$ cat src/rtl/period_meter_pkg.sv
// period_meter_pkg: shared state encoding, div_code constant and the
// power-of-two decoder used by period_meter.
package period_meter_pkg;

    typedef enum logic [1:0] {
        IDLE    = 2'd0,
        MEASURE = 2'd1,
        LOCKED  = 2'd2
    } state_t;

    localparam logic [3:0] DIV_CODE_NONE = 4'hF;

    // k when v == 2^k for 1 <= k <= w-1, else DIV_CODE_NONE.
    function automatic logic [3:0] div_code_of(
        input logic [14:0] v,
        input int          w
    );
        logic [3:0] r;
        r = DIV_CODE_NONE;
        for (int k = 1; k < 15; k++) begin
            if (k < w && v == (15'd1 << k)) begin
                r = 4'(k);
            end
        end
        return r;
    endfunction

endpackage

$ cat src/rtl/period_meter_if.sv
// period_meter_if: measured signal plus measurement results.
// master drives sig_in and observes results; slave is the meter side.
interface period_meter_if #(
    parameter int CNT_W = 8
);

    logic             sig_in;
    logic [CNT_W-1:0] period;
    logic             period_valid;
    logic [3:0]       div_code;
    logic             locked;
    logic             timeout;

    modport master (
        output sig_in,
        input  period,
        input  period_valid,
        input  div_code,
        input  locked,
        input  timeout
    );

    modport slave (
        input  sig_in,
        output period,
        output period_valid,
        output div_code,
        output locked,
        output timeout
    );

endinterface

$ cat src/rtl/period_meter_sync_edge_det.sv
// sync_edge_det: 2-FF synchronizer plus registered rising-edge detect.
// Ports: clk, rst (sync, active-low), d (async input), rise (1-cycle pulse).
module sync_edge_det (
    input  logic clk,
    input  logic rst,
    input  logic d,
    output logic rise
);

    // sh[0], sh[1]: synchronizer; sh[2]: previous synchronized value
    logic [2:0] sh;

    always_ff @(posedge clk) begin
        if (!rst) begin
            sh   <= '0;
            rise <= 1'b0;
        end else begin
            sh   <= {sh[1:0], d};
            rise <= sh[1] & ~sh[2];
        end
    end

endmodule

$ cat src/rtl/period_meter.sv
// period_meter: measures sig_in period in clk cycles, decodes
// power-of-two divisors and declares lock on repeated equal periods.
// Ports: clk, rst (sync, active-low), bus (period_meter_if.slave:
//   sig_in, period, period_valid, div_code, locked, timeout).
// Macro PERIOD_METER_TIMEOUT_EN: saturation of the counter without an
//   edge returns to IDLE and pulses timeout; otherwise timeout is 0.
module period_meter
    import period_meter_pkg::*;
#(
    parameter int CNT_W    = 8,
    parameter int LOCK_CNT = 2
) (
    input  logic                 clk,
    input  logic                 rst,
    period_meter_if.slave        bus
);

    localparam logic [CNT_W-1:0] SAT = '1;

    state_t           state;
    state_t           state_n;
    logic [CNT_W-1:0] cnt;
    logic [CNT_W-1:0] cnt_n;
    logic [CNT_W-1:0] period_n;
    logic [3:0]       div_n;
    logic [2:0]       match_cnt;
    logic [2:0]       match_cnt_n;
    logic             pend;
    logic             pend_n;
    logic             to_n;
    logic             hit;
    logic             rise;

    sync_edge_det u_sync (
        .clk  (clk),
        .rst  (rst),
        .d    (bus.sig_in),
        .rise (rise)
    );

    always_ff @(posedge clk) begin
        if (!rst) begin
            state <= IDLE;
        end else begin
            state <= state_n;
        end
    end

    // locked follows state one cycle late so it lines up with period_valid
    always_ff @(posedge clk) begin
        if (!rst) begin
            cnt              <= '0;
            match_cnt        <= '0;
            pend             <= 1'b0;
            bus.period       <= '0;
            bus.div_code     <= DIV_CODE_NONE;
            bus.period_valid <= 1'b0;
            bus.locked       <= 1'b0;
            bus.timeout      <= 1'b0;
        end else begin
            cnt              <= cnt_n;
            match_cnt        <= match_cnt_n;
            pend             <= pend_n;
            bus.period       <= period_n;
            bus.div_code     <= div_n;
            bus.period_valid <= pend;
            bus.locked       <= (state == LOCKED);
            bus.timeout      <= to_n;
        end
    end

    // a saturated capture never counts as a match
    assign hit = (cnt != SAT) && (cnt == bus.period);

    always_comb begin
        state_n     = state;
        cnt_n       = cnt;
        match_cnt_n = match_cnt;
        period_n    = bus.period;
        div_n       = bus.div_code;
        pend_n      = 1'b0;
        to_n        = 1'b0;
        unique case (state)
            IDLE: begin
                cnt_n = '0;
                if (rise) begin
                    cnt_n   = CNT_W'(1);
                    state_n = MEASURE;
                end
            end
            default: begin
                if (rise) begin
                    period_n = cnt;
                    div_n    = div_code_of(15'(cnt), CNT_W);
                    pend_n   = 1'b1;
                    cnt_n    = CNT_W'(1);
                    if (hit) begin
                        if (match_cnt != 3'(LOCK_CNT)) begin
                            match_cnt_n = match_cnt + 3'd1;
                        end
                        if (match_cnt_n == 3'(LOCK_CNT)) begin
                            state_n = LOCKED;
                        end
                    end else begin
                        match_cnt_n = '0;
                        state_n     = MEASURE;
                    end
                end else if (cnt != SAT) begin
                    cnt_n = cnt + CNT_W'(1);
                end
`ifdef PERIOD_METER_TIMEOUT_EN
                else begin
                    state_n     = IDLE;
                    cnt_n       = '0;
                    match_cnt_n = '0;
                    to_n        = 1'b1;
                end
`else
                else begin
                    cnt_n = SAT;
                end
`endif
            end
        endcase
    end

endmodule

$ cat src/flat_wrapper.sv
// flat-port wrapper written by rule: the top's interface ports become plain ports
module period_meter_flat import period_meter_pkg::*;
#(
    parameter int CNT_W    = 8,
    parameter int LOCK_CNT = 2
)
  (clk, rst, bus_sig_in, bus_period, bus_period_valid, bus_div_code, bus_locked, bus_timeout);
  period_meter_if #(.CNT_W(CNT_W)) bus_i ();
  input  logic clk;
  input  logic rst;
  input wire logic [$bits(bus_i.sig_in)-1:0] bus_sig_in;
  output wire logic [$bits(bus_i.period)-1:0] bus_period;
  output wire logic [$bits(bus_i.period_valid)-1:0] bus_period_valid;
  output wire logic [$bits(bus_i.div_code)-1:0] bus_div_code;
  output wire logic [$bits(bus_i.locked)-1:0] bus_locked;
  output wire logic [$bits(bus_i.timeout)-1:0] bus_timeout;
  assign bus_i.sig_in = bus_sig_in;
  assign bus_period = bus_i.period;
  assign bus_period_valid = bus_i.period_valid;
  assign bus_div_code = bus_i.div_code;
  assign bus_locked = bus_i.locked;
  assign bus_timeout = bus_i.timeout;
  period_meter #(.CNT_W(CNT_W), .LOCK_CNT(LOCK_CNT)) u_core (.clk(clk), .rst(rst), .bus(bus_i));
endmodule
$ cat config.mk
export PLATFORM = sky130hd
export DESIGN_NAME = period_meter_flat
export DESIGN_NICKNAME = d
export VERILOG_FILES = /design/src/rtl/period_meter_pkg.sv /design/src/rtl/period_meter_if.sv /design/src/rtl/period_meter_sync_edge_det.sv /design/src/rtl/period_meter.sv /design/src/flat_wrapper.sv
export SDC_FILE = /design/constraint.sdc
export NUM_CORES = 1
export LEC_CHECK = 0
export BUFFER_PORTS_ARGS = -buffer_cell sky130_fd_sc_hd__buf_4
export CORE_MARGIN = 5
export CORE_UTILIZATION = 56
export DETAILED_ROUTE_END_ITERATION = 8
export PLACE_DENSITY_LB_ADDON = 0.15
export SYNTH_ARGS = -nofsm -noshare
export SYNTH_HDL_FRONTEND = slang
export SYNTH_SLANG_ARGS = --single-unit
$ cat constraint.sdc
create_clock -name clk -period 2.1 [get_ports clk]
set_input_delay 0.315 -clock clk [delete_from_list [all_inputs] [get_ports clk]]
set_output_delay 0.315 -clock clk [all_outputs]
set_load 0.005 [all_outputs]
Word level (Yosys, flattened, before mapping) --
Cells that the tools add are included.
Storage, ports and cells: bits in registers 32, input bits 3, output and inout bits 15, word-level logic and storage cells 56
Cells by class: add/subtract/negate cells 2, eq/ne operators 13, multiplexer cells 22, bitwise gates (word level) 4, reductions and logical operators 5
Operators by type and width (number):
- 4-bit 2-to-1 mux | 7
- 8-bit 2-to-1 mux | 3
- 3-bit 2-to-1 mux | 5
- 2-bit 2-to-1 mux | 5
- 8-bit by 1-bit adder with 8-bit output (second input constant) | 1
- 8-bit by 2-bit equality test with 1-bit output (second input constant) | 1
- 8-bit by 3-bit equality test with 1-bit output (second input constant) | 1
- 8-bit by 4-bit equality test with 1-bit output (second input constant) | 1
- 8-bit by 5-bit equality test with 1-bit output (second input constant) | 1
- 8-bit by 6-bit equality test with 1-bit output (second input constant) | 1
- 8-bit by 7-bit equality test with 1-bit output (second input constant) | 1
- 8-bit equality test | 1
- 8-bit equality test (second input constant) | 1
- 8-bit != test (second input constant) | 1
- 2-bit AND reduction | 2
- 3-bit by 1-bit adder with 3-bit output (second input constant) | 1
- 3-bit by 2-bit equality test with 1-bit output (second input constant) | 1
- 3-bit by 2-bit != test with 1-bit output (second input constant) | 1
- 3-bit != test (second input constant) | 1
- 1-bit inverter | 3
- 2-bit equality test (second input constant) | 1
- 2-bit logical NOT | 1
- 1-bit 2-to-1 mux | 2
- 2-bit OR reduction | 1
- other kinds (2) | 2

Longest topological paths before layout --
Gate-level depths: netlist (run 1).
depth after elaboration 10, gate-level depth with buffers 7, depth with buffers taken out 7

Modules after synthesis --
Synthesis (run 1) repeated with hierarchy kept, for this count alone.
Unflattened totals: cells, all modules 184, area total of the unflattened synthesis 1569.0 um2
By module, submodules not included:
- period_meter | times used 1, cells each 176, area each 1457.6 um2, seq. area each 560.5 um2
- sync_edge_det | times used 1, cells each 8, area each 111.4 um2, seq. area each 80.1 um2

Worst setup path after synthesis (run 1) --
No wires, ideal clock.
kind reg2reg, start point reg u_core.match_cnt[0], end point reg u_core.state[0], library setup time 0.116 ns, arrival 1.468 ns, required time 1.984 ns, slack 0.516 ns, cell stages (with the launch flop) 8, path buffers 0, period minus slack after synthesis 1.584 ns, cells stage by stage dfxtp_1 > inv_1 > ha_1 > or3_1 > a211oi_1 > o211ai_1 > a21boi_1 > nor2_1
Between the ends: longest elaborated chain between the ends 8, elaborated cells between the ends (all ways) 9, classes of those cells add/sub (1); eq/ne (3); mux (4); reduce/logical (1)
RTL lines:
- start: declaration | RTL line period_meter.sv:26 | logic [2:0] match_cnt;
- start signal: assignment | RTL line period_meter.sv:62 | match_cnt <= match_cnt_n;
- 3-bit by 1-bit adder with 3-bit output or 3-bit by 2-bit != test with 1-bit output (tied branches) | RTL line period_meter.sv:99, period_meter.sv:98
- 3-bit 2-to-1 mux * | RTL line period_meter.sv:98 | if (match_cnt != 3'(LOCK_CNT)) begin
- 3-bit 2-to-1 mux * | RTL line period_meter.sv:97 | if (hit) begin
- 3-bit 2-to-1 mux * | RTL line period_meter.sv:92 | if (rise) begin
- 3-bit 2-to-1 mux * | RTL line period_meter.sv:83 | unique case (state)
- 3-bit by 2-bit equality test with 1-bit output * | RTL line period_meter.sv:101 | if (match_cnt_n == 3'(LOCK_CNT)) begin
- 3-bit != test (no source line) *
- 2-bit AND reduction (no source line) *
- end signal: assignment | RTL line period_meter.sv:45 | state <= state_n;
- end: declaration | RTL line period_meter.sv:20 | state_t state;
Mark *: on every way between the ends. The rest lies on a longest branch, timed or not. The select of a mux whose other input is x is not followed. A chain may end at the register's enable or synchronous reset.

Worst setup path in the final report (run 1) --
start point reg u_core.cnt[5], end point reg u_core.match_cnt[2]
Between the ends: longest elaborated chain between the ends 3, elaborated cells between the ends (all ways) 4, classes of those cells eq/ne (2); mux (1); reduce/logical (1)
RTL lines:
- start: declaration | RTL line period_meter.sv:22 | logic [CNT_W-1:0] cnt;
- start signal: assignment | RTL line period_meter.sv:61 | cnt <= cnt_n;
- 8-bit != test or 8-bit equality test (tied branches) | RTL line period_meter.sv:73 | assign hit = (cnt != SAT) && (cnt == bus.period);
- 1-bit logical AND * | RTL line period_meter.sv:73
- 3-bit 2-to-1 mux * | RTL line period_meter.sv:97
Mark *: on every way between the ends. The rest lies on a longest branch, timed or not.

==> metrics.yaml, run 1 <==
status: "finished, final reports clean"
drive_above_1_share: 0.163
syn_inst: 186
slew_violations: 0
hold_path_depth: 2
grt_pass1_wl_microns: 5620
maxCapViolCount: 0
initial_core_util: 0.573
grt_max_degree: 17
synthTopCellsByArea: "dfxtp_1 (41%), nand2_1 (6.5%), xor2_1 (6.2%)"
worstReg2RegEnd: "u_core.match_cnt[2]$_SDFFE_PN0P_"
p_comb_frac: 0.025
reg2reg_depth: 5
synth_cell_types: 38
ys_seq_elements: 32
htreeDepth: 2
antenna_left: 0
fin_area_sq_mm: 0.00177
cts-resized-gates: 0
core_sq_mm: 0.00271
irDropWorstVdd_v: 0.000527
r2r-start: "u_core.cnt[5]$_SDFF_PP0_"
powerDensity_mw_per_mm2: 664
rrSetupSlack_ps: 360
grt-ovfl-total: 0
synth_commonest_cells: "dfxtp_1 (32), nand2_1 (27), a21oi_1 (17)"
vias_per_cell: 5.68
pwr-share-seq: 0.526
syn_area_sq_mm: 0.00155
cts_tree: "yes"
finalNetCount: 209
holdBufCountCts: 0
post-dp-hpwl_microns: 2360
crit_path_top_delay_cell: "dfxtp_1"
routabilityCongestion: 0.889
critPathCaptureType: "flip-flop"
synth_edf_count: 0
timing.final.crit_share: 0.829
switching_share: 0.200
synth_top_area_cell: "dfxtp_1"
synthFlopType: "dfxtp_1"
grt_pass1_vias: 1277
cts-root-buf: "clkbuf_4"
vias: 1323
power.switching_mw: 0.235
critPathArrivalTime_ps: 2000
synth_warnings: 0
rows: 19
numCtsBuffers: 5
path_max_fanout: 12
required_ps: 2360
clockBufferDepth: 2
setup_violations: 0
rsz0062_at_grt: "no"
hold_start: "bus_sig_in"
path_class: "flip-flop to flip-flop"
ys_seq_area_frac: 0.412
die_w_microns: 62.7
period_needed_ps: 1740
grt.total_usage: 0.175
antenna_found_initial: 0
p_int_mw: 0.940
setup_tns_ps: 0
dieArea_sq_mm: 0.00393
async_flop_share: 0
drt-wirelength-per-cell_microns: 13.7
crit_path_start_kind: "flip-flop"
min_to: "u_core.u_sync.sh[0]$_SDFF_PN0_"
synth_most_common_cell: "dfxtp_1"
power_leakage_nw: 0.741
cts.sinks: 32
finClkSkew_ps: 12.5
place_area_sq_mm: 0.00167
p_clk_frac: 0.450
first_pass_iters: 4
areaGrowthSynthToFinish_pct: 13.8
drc: 0
synth_nets: 194
port_buffers: 16
io_pins: 18
n_antenna_cell: 0
drt_iter0_drc: 92
fp.dieH_microns: 62.7
hold_viol: 0
cp-startpoint: "u_core.cnt[5]$_SDFF_PP0_"
post-cts-setup-buffer-count: 0
hp-class: "primary input to flip-flop"
timing.critical_path.cells: "xor2_1 -> nor4_1 -> and3_1 -> nand4_1 -> a31oi_1"
wl_microns: 3180
clk_latency_ps: 330
max_freq_mhz: 574
clk_pin_slew_worst_paths_ps: 100
fillers: 235
synth_top_area_frac: 0.412
slowest_delay_ps: 630
avgSynthCellArea_sq_um: 8.35
==> critical path: cells and delay by family (launching register included) <==
| family | cells | cell delay (ps) |
|---|---|---|
| AOI/OAI and AO/OA | 1 | 170 |
| xor gates and xnor gates | 1 | 120 |
| DFF | 1 | 630 |
| and+or+nand+nor | 3 | 760 |
==> layout by cell type (no fill, tap or decap), drive strengths merged, types with 2 or more instances in the layout <==
cell,instances
xor2,11
mux2i,2
a21oi,17
buf,21
nand3b,2
or3,3
nor2,11
nand2,27
and2,5
a31oi,3
o21ai,11
dfxtp,32
nor3,4
clkbuf,7
nor2b,2
ha,5
nor4,3
xnor2,3
nand4,2
inv,7
nand2b,2
and3,4
nand3,7
==> per-stage QoR <==
stage               hold slack [ps]  power, mW   util  setup slack [ps]  instances
CTS                             172       1.18  0.652               354        233
finish                          182       1.17  0.652               359        233
global route                    160       1.22  0.652               180        233
global placement                381      0.659  0.617               420        225
floorplan                       367      0.653      -               516        186
detailed placement              384      0.660  0.617               365        225
==> power groups by stage <==
stage	clock, mW	combinational [mW]	sequential (mW)
2_1_floorplan	0	0.0233	0.630
3_3_place_gp	0	0.0280	0.631
3_5_place_dp	0	0.0288	0.631
4_1_cts	0.536	0.0291	0.617
5_1_grt	0.573	0.0330	0.619
6_report	0.528	0.0291	0.617
==> flip-flops by register name, indices dropped and copies added, names as in the netlist <==
name and count:
u_core.cnt 8, u_core.state 2, u_core.u_sync.sh 3, u_core.pend 1
u_core.u_sync.rise 1, u_core.match_cnt 3, u_core.bus.div_code 4, u_core.bus.period_valid 1
u_core.bus.locked 1, u_core.bus.period 8
==> cells by family (layout without fill, tap and decap cells) <==
logic type / Yosys count / after routing / share of synthesized area
simple gates: 73 / 73 / 0.239
compound gates: 38 / 38 / 0.140
flops: 32 / 32 / 0.412
buf+inv: 20 / 36 / 0.0668
xor+xnor: 14 / 14 / 0.0789
fa+ha+maj: 5 / 5 / 0.0403
mux: 3 / 3 / 0.0201
other cells: 1 / 1 / 0.00241
==> cell type report <==
| class | count | area (sq um) | area share |
|---|---|---|---|
| Timing Repair Buffer | 21 | 158 | 0.0892 |
| Tap cell | 31 | 38.8 | 0.0219 |
| Clock inverter | 1 | 30.0 | 0.0170 |
| Multi-Input combinational cell | 134 | 810 | 0.458 |
| Clock buffer | 7 | 65.1 | 0.0368 |
| Sequential cell | 32 | 641 | 0.362 |
| Inverter | 7 | 26.3 | 0.0149 |
==> per-layer routing <==
metal	vias up	GRT usage	share of wire
li1	654	-	-
met4	0	0.0610	0.012
met5	-	0	0
met2	19	0.301	0.51
met3	5	0.0576	0.035
met1	645	0.201	0.44
==> worst max-delay path by stage <==
stage	slack, ps	endpoint	cells past startpoint
after floorplan	520	u_core.state[0]$_SDFFE_PN0P_	7
after global placement	420	u_core.state[1]$_SDFFE_PN0P_	6
after detailed placement	360	u_core.state[0]$_SDFFE_PN0P_	5
after CTS	350	u_core.match_cnt[2]$_SDFFE_PN0P_	5
after global routing	180	u_core.state[1]$_SDFFE_PN0P_	6
final	360	u_core.match_cnt[2]$_SDFFE_PN0P_	5
(Power assumes the default switching activity.)
==> inputs of run 2 (changes only) <==
CORE_UTILIZATION = 51   (was 56)
clock period = 1.48 ns   (was 2.1 ns; I/O delays follow)
==> metrics.yaml, run 2 (same netlist as run 1, synthesis figures left out) <==
port_buffers: 16  # unchanged
die_w_microns: 65.2  # +4.0%
multi_input_area_sq_um: 910  # +12%
grt-ovfl-total: 0  # unchanged
routabilityCongestion: 0.842  # -5.3%
fillers: 253  # +7.7%
fin_hold_ws_ps: 75.9  # -107 ps
power_leakage_nw: 0.871  # +18%
critPathArrivalTime_ps: 1790  # -210 ps
clockBufferDepth: 2  # unchanged
slew_violations: 0  # unchanged
finalNonFillerCells: 259  # +11%
drt-wirelength-per-cell_microns: 14.4  # +5.6%
status: "complete, but fails checks"
timing.final.crit_share: 1.04  # +0.215
areaGrowthSynthToFinish_pct: 33.2
first_pass_iters: 4  # unchanged
cts.sinks: 32  # unchanged
rsz0062_at_grt: "yes"
layout_common_cells: "buf_4 (45), nand2_1 (27), dfxtp_1 (25)"
n_antenna_cell: 0  # unchanged
io_pins: 18  # unchanged
max_freq_mhz: 647  # +13%
rows: 20  # +1
utilization: 0.695  # +0.0426
grt_max_degree: 17  # unchanged
path_max_fanout: 3  # -9
grt_pass1_vias: 1412  # +11%
dieArea_sq_mm: 0.00425  # +8.2%
numCtsBuffers: 5  # unchanged
path_class: "flip-flop to flip-flop"
period_needed_ps: 1550  # -196 ps
final_common_cell: "buf_4"
holdBufCountCts: 0  # unchanged
cts_tree: "yes"
finClkSkew_ps: 11.8  # -0.704 ps
wl_microns: 3740  # +17%
drt_iter0_drc: 55  # -40%
drive_above_1_share: 0.358  # +0.195
maxCapViolCount: 0  # unchanged
hold_viol: 0  # unchanged
drc: 0  # unchanged
placed_cells: 249  # +11%
finalWorstSetupSlack_ps: -65.4  # -424 ps
vias: 1407  # +6.3%
antenna_left: 0  # unchanged
fin_area_sq_mm: 0.00207  # +17%
grt_pass1_wl_microns: 6190  # +10%
clk_latency_ps: 340  # about the same
total_power_mw: 1.70  # +44%
irDropWorstVdd_v: 0.000673  # +28%
core_sq_mm: 0.00298  # +9.9%
powerDensity_mw_per_mm2: 819  # +23%
setup_violations: 1  # +1
hp-class: "primary input to flip-flop"
antenna_found_initial: 0  # unchanged
clk_pin_slew_worst_paths_ps: 110  # about the same
crit_path_start_kind: "flip-flop"
initial_core_util: 0.522  # -0.0516
top_regs: "u_core.bus.period (8), u_core.cnt (8), u_core.bus.div_code (4)"
vias_per_cell: 5.43  # -4.3%
post-dp-hpwl_microns: 2650  # +12%
htreeDepth: 2  # unchanged
fp.dieH_microns: 65.2  # +4.0%
seq_area_sq_um: 659  # +2.9%
critPathCaptureType: "flip-flop"
grt.total_usage: 0.188  # +0.0136
setup_tns_ps: -65.4  # -65.4 ps
violations: "setup timing"
place_area_sq_mm: 0.00188  # +12%
finalNetCount: 233  # +11%
dpl_worst_slack_ps: -128  # -493 ps
cts-root-buf: "clkbuf_4"
required_ps: 1720  # -640 ps
run 2: final cells by class:
| class | instances | share of cell area |
|---|---|---|
| Timing Repair Buffer | 45 | 0.163 |
| Clock inverter | 1 | 0.0145 |
| Inverter | 7 | 0.0127 |
| Clock buffer | 7 | 0.0314 |
| Multi-Input combinational cell | 134 | 0.440 |
| Tap cell | 33 | 0.0200 |
| Sequential cell | 32 | 0.319 |
run 2: final timing paths:
kind	cells past startpoint	slack (ps)	endpoint	startpoint
max	7	-70	u_core.state[0]$_SDFFE_PN0P_	u_core.match_cnt[0]$_SDFFE_PN0P_
min	2	80	u_core.u_sync.sh[0]$_SDFF_PN0_	bus_sig_in
max reg2reg	7	-70	u_core.state[0]$_SDFFE_PN0P_	u_core.match_cnt[0]$_SDFFE_PN0P_
min reg2reg	1	400	u_core.u_sync.rise$_SDFF_PN0_	u_core.u_sync.sh[2]$_SDFF_PN0_
run 2: power by group:
| part | switching [mW] | internal [mW] | total [mW] |
|---|---|---|---|
| logic | 0.0289 | 0.0238 | 0.0528 |
| clock network | 0.325 | 0.448 | 0.773 |
| registers | 0.00777 | 0.862 | 0.870 |
| total | 0.361 | 1.33 | 1.70 |
run 2: routing by layer:
| metal | GRT usage | routed length [microns] | vias to the layer above |
|---|---|---|---|
| met4 | 0.0648 | 49 | 0 |
| met3 | 0.0650 | 114 | 6 |
| met2 | 0.339 | 1920 | 14 |
| met5 | 0 | 0 | - |
| met1 | 0.204 | 1660 | 679 |
| li1 | - | - | 708 |
run 2: worst max-delay path, stage by stage, from the launching register on:
cell and delay [ps]:
dfxtp_2 370, inv_2 60, ha_4 160, or3_4 320, a211oi_2 200, o211ai_1 130
a21boi_1 160, nor2_1 60
run 2: timing repair:
action,CTS,global route
endpoints found under the setup margin,9,10
setup buffers,0,2
pin swaps,3,6
gates cloned,0,0
gates resized for setup,9,13
